$ cat src/rtl/mem_stall_ctrl_if.sv
//------------------------------------------------------------------------------
// mem_stall_ctrl_if : MEM-stage request and data-bus signal bundle
// Rev 1.0
//------------------------------------------------------------------------------
`default_nettype none

interface mem_stall_ctrl_if;
  logic        mem_req;
  logic        mem_we;
  logic [31:0] mem_addr;
  logic [31:0] mem_wdata;
  logic [3:0]  mem_sel;
  logic        flush;
  logic        bus_ack;
  logic [31:0] bus_rdata;
  logic        stall_from_mem;
  logic        bus_req;
  logic        bus_we;
  logic [31:0] bus_addr;
  logic [31:0] bus_wdata;
  logic [3:0]  bus_sel;
  logic [31:0] mem_rdata;
  logic        bus_err;

  // Controller side
  modport master (
    input  mem_req, mem_we, mem_addr, mem_wdata, mem_sel, flush, bus_ack, bus_rdata,
    output stall_from_mem, bus_req, bus_we, bus_addr, bus_wdata, bus_sel, mem_rdata, bus_err
  );

  // Pipeline / bus side
  modport slave (
    output mem_req, mem_we, mem_addr, mem_wdata, mem_sel, flush, bus_ack, bus_rdata,
    input  stall_from_mem, bus_req, bus_we, bus_addr, bus_wdata, bus_sel, mem_rdata, bus_err
  );
endinterface

`default_nettype wire

$ cat src/rtl/mem_stall_ctrl.sv
//------------------------------------------------------------------------------
// mem_stall_ctrl : freezes the pipeline while a MEM-stage load/store runs on the
//                  data bus, with a BUSY-cycle timeout that aborts the transfer
// Rev 1.0
//------------------------------------------------------------------------------
`default_nettype none

module mem_stall_ctrl #(
  parameter int TIMEOUT = 15
) (
  input  logic              cpu_clk_50M,
  input  logic              cpu_rst,
  mem_stall_ctrl_if.master  mif
);

  typedef enum logic [1:0] {
    IDLE = 2'd0,
    BUSY = 2'd1,
    DONE = 2'd2
  } state_t;

  localparam logic [3:0] TIMEOUT_CNT = 4'(TIMEOUT);

  state_t     state;
  state_t     next_state;
  logic [3:0] count;
  logic       launch;
  logic       ack_hit;
  logic       timeout_hit;

  assign launch      = (state == IDLE) && mif.mem_req && !mif.flush;
  assign ack_hit     = (state == BUSY) && mif.bus_ack;
  // Ack on the final BUSY cycle takes priority over the timeout
  assign timeout_hit = (state == BUSY) && !mif.bus_ack && (count == TIMEOUT_CNT);

  always_ff @(posedge cpu_clk_50M or posedge cpu_rst) begin
    if (cpu_rst) begin
      state <= IDLE;
    end else begin
      state <= next_state;
    end
  end

  always_comb begin
    next_state = state;
    case (state)
      IDLE:    if (launch) next_state = BUSY;
      BUSY:    if (ack_hit || timeout_hit) next_state = DONE;
      DONE:    next_state = IDLE;
      default: next_state = IDLE;
    endcase
  end

  assign mif.bus_req = (state == BUSY);

  always_comb begin
    mif.stall_from_mem = 1'b0;
    if (!cpu_rst) begin
      case (state)
        IDLE:    mif.stall_from_mem = mif.mem_req && !mif.flush;
        BUSY:    mif.stall_from_mem = 1'b1;
        default: mif.stall_from_mem = 1'b0;
      endcase
    end
  end

  always_ff @(posedge cpu_clk_50M or posedge cpu_rst) begin
    if (cpu_rst) begin
      count         <= 4'd0;
      mif.bus_err   <= 1'b0;
      mif.bus_we    <= 1'b0;
      mif.bus_addr  <= 32'd0;
      mif.bus_wdata <= 32'd0;
      mif.bus_sel   <= 4'd0;
      mif.mem_rdata <= 32'd0;
    end else begin
      mif.bus_err <= 1'b0;
      if (launch) begin
        mif.bus_we    <= mif.mem_we;
        mif.bus_addr  <= mif.mem_addr;
        mif.bus_wdata <= mif.mem_wdata;
        mif.bus_sel   <= mif.mem_sel;
        count         <= 4'd0;
      end
      if (ack_hit) begin
        if (!mif.bus_we) mif.mem_rdata <= mif.bus_rdata;
      end else if (timeout_hit) begin
        if (!mif.bus_we) mif.mem_rdata <= 32'd0;
        mif.bus_err <= 1'b1;
      end else if (state == BUSY) begin
        count <= count + 4'd1;
      end
    end
  end

endmodule

`default_nettype wire

$ cat src/flat_wrapper.sv
// flat-port wrapper written by rule: the top's interface ports become plain ports
module mem_stall_ctrl_flat 
#(
  parameter int TIMEOUT = 15
)
  (cpu_clk_50M, cpu_rst, mif_mem_req, mif_mem_we, mif_mem_addr, mif_mem_wdata, mif_mem_sel, mif_flush, mif_bus_ack, mif_bus_rdata, mif_stall_from_mem, mif_bus_req, mif_bus_we, mif_bus_addr, mif_bus_wdata, mif_bus_sel, mif_mem_rdata, mif_bus_err);
  mem_stall_ctrl_if mif_i ();
  input  logic cpu_clk_50M;
  input  logic cpu_rst;
  input wire logic [$bits(mif_i.mem_req)-1:0] mif_mem_req;
  input wire logic [$bits(mif_i.mem_we)-1:0] mif_mem_we;
  input wire logic [$bits(mif_i.mem_addr)-1:0] mif_mem_addr;
  input wire logic [$bits(mif_i.mem_wdata)-1:0] mif_mem_wdata;
  input wire logic [$bits(mif_i.mem_sel)-1:0] mif_mem_sel;
  input wire logic [$bits(mif_i.flush)-1:0] mif_flush;
  input wire logic [$bits(mif_i.bus_ack)-1:0] mif_bus_ack;
  input wire logic [$bits(mif_i.bus_rdata)-1:0] mif_bus_rdata;
  output wire logic [$bits(mif_i.stall_from_mem)-1:0] mif_stall_from_mem;
  output wire logic [$bits(mif_i.bus_req)-1:0] mif_bus_req;
  output wire logic [$bits(mif_i.bus_we)-1:0] mif_bus_we;
  output wire logic [$bits(mif_i.bus_addr)-1:0] mif_bus_addr;
  output wire logic [$bits(mif_i.bus_wdata)-1:0] mif_bus_wdata;
  output wire logic [$bits(mif_i.bus_sel)-1:0] mif_bus_sel;
  output wire logic [$bits(mif_i.mem_rdata)-1:0] mif_mem_rdata;
  output wire logic [$bits(mif_i.bus_err)-1:0] mif_bus_err;
  assign mif_i.mem_req = mif_mem_req;
  assign mif_i.mem_we = mif_mem_we;
  assign mif_i.mem_addr = mif_mem_addr;
  assign mif_i.mem_wdata = mif_mem_wdata;
  assign mif_i.mem_sel = mif_mem_sel;
  assign mif_i.flush = mif_flush;
  assign mif_i.bus_ack = mif_bus_ack;
  assign mif_i.bus_rdata = mif_bus_rdata;
  assign mif_stall_from_mem = mif_i.stall_from_mem;
  assign mif_bus_req = mif_i.bus_req;
  assign mif_bus_we = mif_i.bus_we;
  assign mif_bus_addr = mif_i.bus_addr;
  assign mif_bus_wdata = mif_i.bus_wdata;
  assign mif_bus_sel = mif_i.bus_sel;
  assign mif_mem_rdata = mif_i.mem_rdata;
  assign mif_bus_err = mif_i.bus_err;
  mem_stall_ctrl #(.TIMEOUT(TIMEOUT)) u_core (.cpu_clk_50M(cpu_clk_50M), .cpu_rst(cpu_rst), .mif(mif_i));
endmodule
$ cat config.mk
export PLATFORM = sky130hd
export DESIGN_NAME = mem_stall_ctrl_flat
export DESIGN_NICKNAME = d
export VERILOG_FILES = /design/src/rtl/mem_stall_ctrl_if.sv /design/src/rtl/mem_stall_ctrl.sv /design/src/flat_wrapper.sv
export SDC_FILE = /design/constraint.sdc
export NUM_CORES = 1
export LEC_CHECK = 0
export CAP_MARGIN = 30
export CORE_ASPECT_RATIO = 0.5
export CORE_MARGIN = 8
export CORE_UTILIZATION = 43
export CTS_CLUSTER_SIZE = 20
export DETAILED_ROUTE_END_ITERATION = 10
export GPL_TIMING_DRIVEN = 0
export PLACE_DENSITY = 0.94
export SETUP_SLACK_MARGIN = 0.02
export SLEW_MARGIN = 20
export SYNTH_ARGS = -nofsm -noshare
export SYNTH_HDL_FRONTEND = slang
export SYNTH_SLANG_ARGS = --single-unit
$ cat constraint.sdc
create_clock -name cpu_clk_50M -period 8.44 [get_ports cpu_clk_50M]
set_clock_uncertainty 0.1 [all_clocks]
set_input_delay 1.688 -clock cpu_clk_50M [delete_from_list [all_inputs] [get_ports cpu_clk_50M]]
set_output_delay 1.688 -clock cpu_clk_50M [all_outputs]
set_load 0.03 [all_outputs]
Word-level counts from Yosys, hierarchy flattened
Cells that the tools add are included.

Word-level logic and storage cells: 42. Input port bits: 106. Output and inout bits: 104. Flip-flop bits (word level): 108.

Reduce and logical (&&, ||, !) cells: 13. $add $sub $neg: 1. Equal/unequal tests: 4. Bitwise logic cells: 1. Muxes and demuxes: 15.

Operators by type and width (number): $mux 32 (4); $mux 4 (4); $logic_and 1x1->1 (6); $add 4x1->4 const B (1); $eq 4x4->1 const B (1); $mux 2 (2); $ne 2x1->1 const B (2); $pmux 2 s2 (1); $reduce_and 2->1 (2); $mux 1 (3); $eq 2x1->1 const B (1); $logic_not 1->1 (2); $logic_not 2->1 (1); $pmux 1 s2 (1); $reduce_bool 2->1 (1); $logic_or 1x1->1 (1); $not 1->1 (1).

Depth between registers and ports, before layout
Depth in word-level cells: 7. Gate-level depth with buffers: 6. Gate-level depth less buffers: 4.

Worst setup path after synthesis
Ideal clock, no wire load.

Kind: input to output. Start point: input port mif_flush. End point: output port mif_stall_from_mem. Stages on the path: 3. Data arrival time: 2.425 ns. Buffers on the path: 0. Required time: 6.652 ns. Slack: 4.227 ns. Cell sequence: inv_1 -> a21oi_1 -> nor3_1.

Word-level cells in the longest chain between the ends: 4.

RTL lines: start: declaration (line flat_wrapper.sv:15) `input wire logic [$bits(mif_i.flush)-1:0] mif_flush;`; $logic_not 1->1 (line mem_stall_ctrl.sv:60) `IDLE: mif.stall_from_mem = mif.mem_req && !mif.flush;`; $logic_and 1x1->1 (line mem_stall_ctrl.sv:60); $pmux 1 s2 (line mem_stall_ctrl.sv:59) `case (state)`; $mux 1 (line mem_stall_ctrl.sv:58) `if (!cpu_rst) begin`; end: declaration (line flat_wrapper.sv:18) `output wire logic [$bits(mif_i.stall_from_mem)-1:0] mif_stall_from_mem;`.

No other way between the ends.

Worst setup path in the final report
Ends and elaborated chain as after synthesis.

==> results.md <==
* Final WL at approximately 13000 µm
* Syn_area_per_cell at between 10 and 15 µm²
* Worst Hold Class: reg2reg
* Vias in the first global route at between 3000 and 4000
* Clock latency at the later pin of the worst-skew pair at 0.34 ns
* Detailed placer's ending HPWL at roughly 10000 µm
* Post-synthesis adder-cell area fraction at less than 1%
* Vias at 3667
* N_diodes at 0
* Placer congestion estimate at about 0.77
* Period utilisation layout at between 50 and 60%
* Mapped Cells at approximately 400
* Asr flop ratio synth at 100%
* Biggest area consumer among synthesized cells: dfrtp_1
* Layout Nets at 729
* Reg clk slew, reported paths at roughly 0.07 ns
* Post-synth EDFFs at 0
* Relative slew slack at roughly 44%
* Mux contribution to synthesized area at 0%
* Finished Layout Cells at around 750
* Slew Limit Fails at 0
* Crit-path max FO at 3
* DRT Pass-1 Iters at 5
* Synth Area in XOR/XNOR at 0.216%
* Placed cells at between 700 and 800
* Net Count, Synth at between 500 and 600
* Layout cells sized above 1 at around 4.3%
* Yosys Warn Count at 0
* Actual slew at the worst max-slew pin at 0.830 ns
* Synth Area in Simple Gates at 21.3%
* Outcome: completed
* Post-synthesis cell area at between 4000 and 5000 µm²
* Crit. End Element: output port
* Achievable clock frequency at between 200 and 250 MHz
* Chip height at ~85 µm
* Synthesis-stage register bit count at approximately 110
* Top FF cell, synth: dfrtp_1
* Clk buf depth at 2
* PwrDens at about 320 nW/µm²
* First-pass GRT wire length at around 20000 µm
* Starting density of the core at a little over two fifths
* Sequential share of the synthesized area at approximately 67%
* Fin util at between 70 and 80%
* RSZ-0062 raised after global routing: no
* Core area at between 9000 and 10000 µm²
* Final antenna-violating net count at 0
* Hold buffer count at CTS at 0
* Main combinational cell family by area after synthesis: simple AND/OR/NAND/NOR gates
* Synth unique cells at 22
* Inserted Clock Buffers at 9
* Die ar. at about 13000 µm²
* Worst Setup Start Kind: input pin
* Area of the multi-input gates at between 1000 and 1500 µm²
* WP data required at 6.65 ns
* Endpoints failing hold at 0
* Number of fillers in the final layout at between 600 and 700
* Iteration-0 DRC Markers at between 200 and 300
* Remaining DRCs at 0
* Synth top area cells: dfrtp_1 (67%), nand2_1 (19%), a22o_1 (6.9%)
* FP Rows at 25
* Setup Total Neg Slack at 0 ns
* WS Path Type: in2out
* Largest net degree at the start of global routing at 64
* Remaining global-route overflow at 0
* Port Buffer Count at ~210
* Maximum Capacitance Violations at 0
* Vias per cell at a little under 5
* Minimum clock period at roughly 4.9 ns
* Post CTS Setup Buffer Count at 0
* Max rail drop VDD at between 0.0001 and 0.00015 V
* Root buffer cell: clkbuf_16
* Clock Sink Count at 108
* CTS tree: built
* PostCTS Resize Cnt at 0
* Die width at roughly 150 µm
* Post-synthesis compound-gate area fraction at 8.63%
* Final setup vio count at 0
* WP data arrival at about 3.1 ns
* Final instance area at about 6600 µm²
* # IOs at between 200 and 250
* CTS H-tree lvls at 3
* Total power draw at between 0.002 and 0.0025 W
* Post-synth top area share at about two thirds
* Total GRT Usage at approximately a fifth
* Pleak at around 3.2 nW
* Routed len/inst at 17.5 µm
* Area post-placement at approximately 6300 µm²
* Antenna violations before repair at 0
* Area growth, synth to finish at 63.6%
* Reg area at about 2700 µm²
routing by layer:
layer / track usage, % / wire (µm) / vias up
li1: - / - / 1730
met1: 20.3 / 4710 / 1769
met2: 37.2 / 7140 / 127
met3: 5.12 / 623 / 41
met4: 10.9 / 609 / 0
met5: 0 / 0 / -
logic make-up after synthesis:
family                     count (synthesis)
adders and majority gates                  1
DFF                                      108
buffers and inverters                     30
and+or+nand+nor                          218
AOI/OAI and AO/OA                         43
xor gates and xnor gates                   1
worst max-delay path, stage by stage:
cell	delay (ns)
clkdlybuf4s50_1	0.45
inv_1	0.07
a21oi_1	0.06
nor3_1	0.14
clkdlybuf4s50_1	0.74
layout by cell type, fill, tap and decap left out:
cell	n
or3_1	2
dfrtp_1	108
nor2_1	1
nor3_1	1
nor2b_1	1
inv_1	5
and3_1	2
clkdlybuf4s50_1	209
bufinv_16	1
a21oi_1	1
clkinv_4	1
ha_1	1
inv_6	3
or4b_1	2
a22o_1	32
clkbuf_16	9
xnor2_1	1
clkinv_2	1
nor4b_2	1
buf_2	8
nand3_1	2
o21a_1	1
o211ai_1	4
o31ai_1	1
or3b_1	1
clkbuf_1	16
nand2_1	205
clkinvlp_4	1
clkbuf_8	1
o21ai_0	4
buf_16	1
sequential cells by signal (all words and copies together), names as in the netlist:
name / cells
u_core.mif.bus_we: 1
u_core.mif.bus_err: 1
u_core.state: 2
u_core.mif.bus_wdata: 32
u_core.mif.mem_rdata: 32
u_core.mif.bus_sel: 4
u_core.mif.bus_addr: 32
u_core.count: 4
through the flow:
step | setup slack [ns] | hold WS, ns
after global placement | 2.23 | 0.357
after CTS | 3.50 | 0.379
after detailed placement | 3.51 | 0.361
final | 3.51 | 0.377
after global routing | 3.47 | 0.388
after floorplan | 3.81 | 0.420
synthesized netlist by cell type (all sizes together) (2+ instances only):
cell    number
a22o        32
or4b         2
buf          8
and3         2
or3          2
o21ai        4
clkbuf      16
nand3        2
o211ai       4
inv          6
nand2      205
dfrtp      108
power by group:
part / internal (W) / switching [W] / leakage, nW
combinational: 0.000401 / 0.000529 / 1.67
sequential: 0.000679 / 0.0000934 / 1.35
clock: 0.000240 / 0.000189 / 0.149
final timing paths:
kind                                          from                        to  slack (ns)  cells after the start
min in group asynchronous                  cpu_rst           u_core.state[0]        1.66                      2
min                        u_core.mif.bus_addr[12]   u_core.mif.bus_addr[12]        0.38                      2
min reg2reg                u_core.mif.bus_addr[12]   u_core.mif.bus_addr[12]        0.38                      2
max                                      mif_flush        mif_stall_from_mem        3.51                      5
max reg2reg                        u_core.count[0]  u_core.mif.mem_rdata[10]        6.39                      6
max in group asynchronous                  cpu_rst  u_core.mif.bus_wdata[25]        5.95                      3
final cells by class:
type / instances / area share (%)
plain buffers: 24 / 1.51
clock buffers: 10 / 3.60
clock inverters: 6 / 1.04
inverters: 6 / 0.414
multi-input cells: 263 / 18.6
flip-flops and latches: 108 / 40.7
well taps: 121 / 2.28
repair buffers: 210 / 31.9
Note: power is estimated with default switching activity, not from simulation.
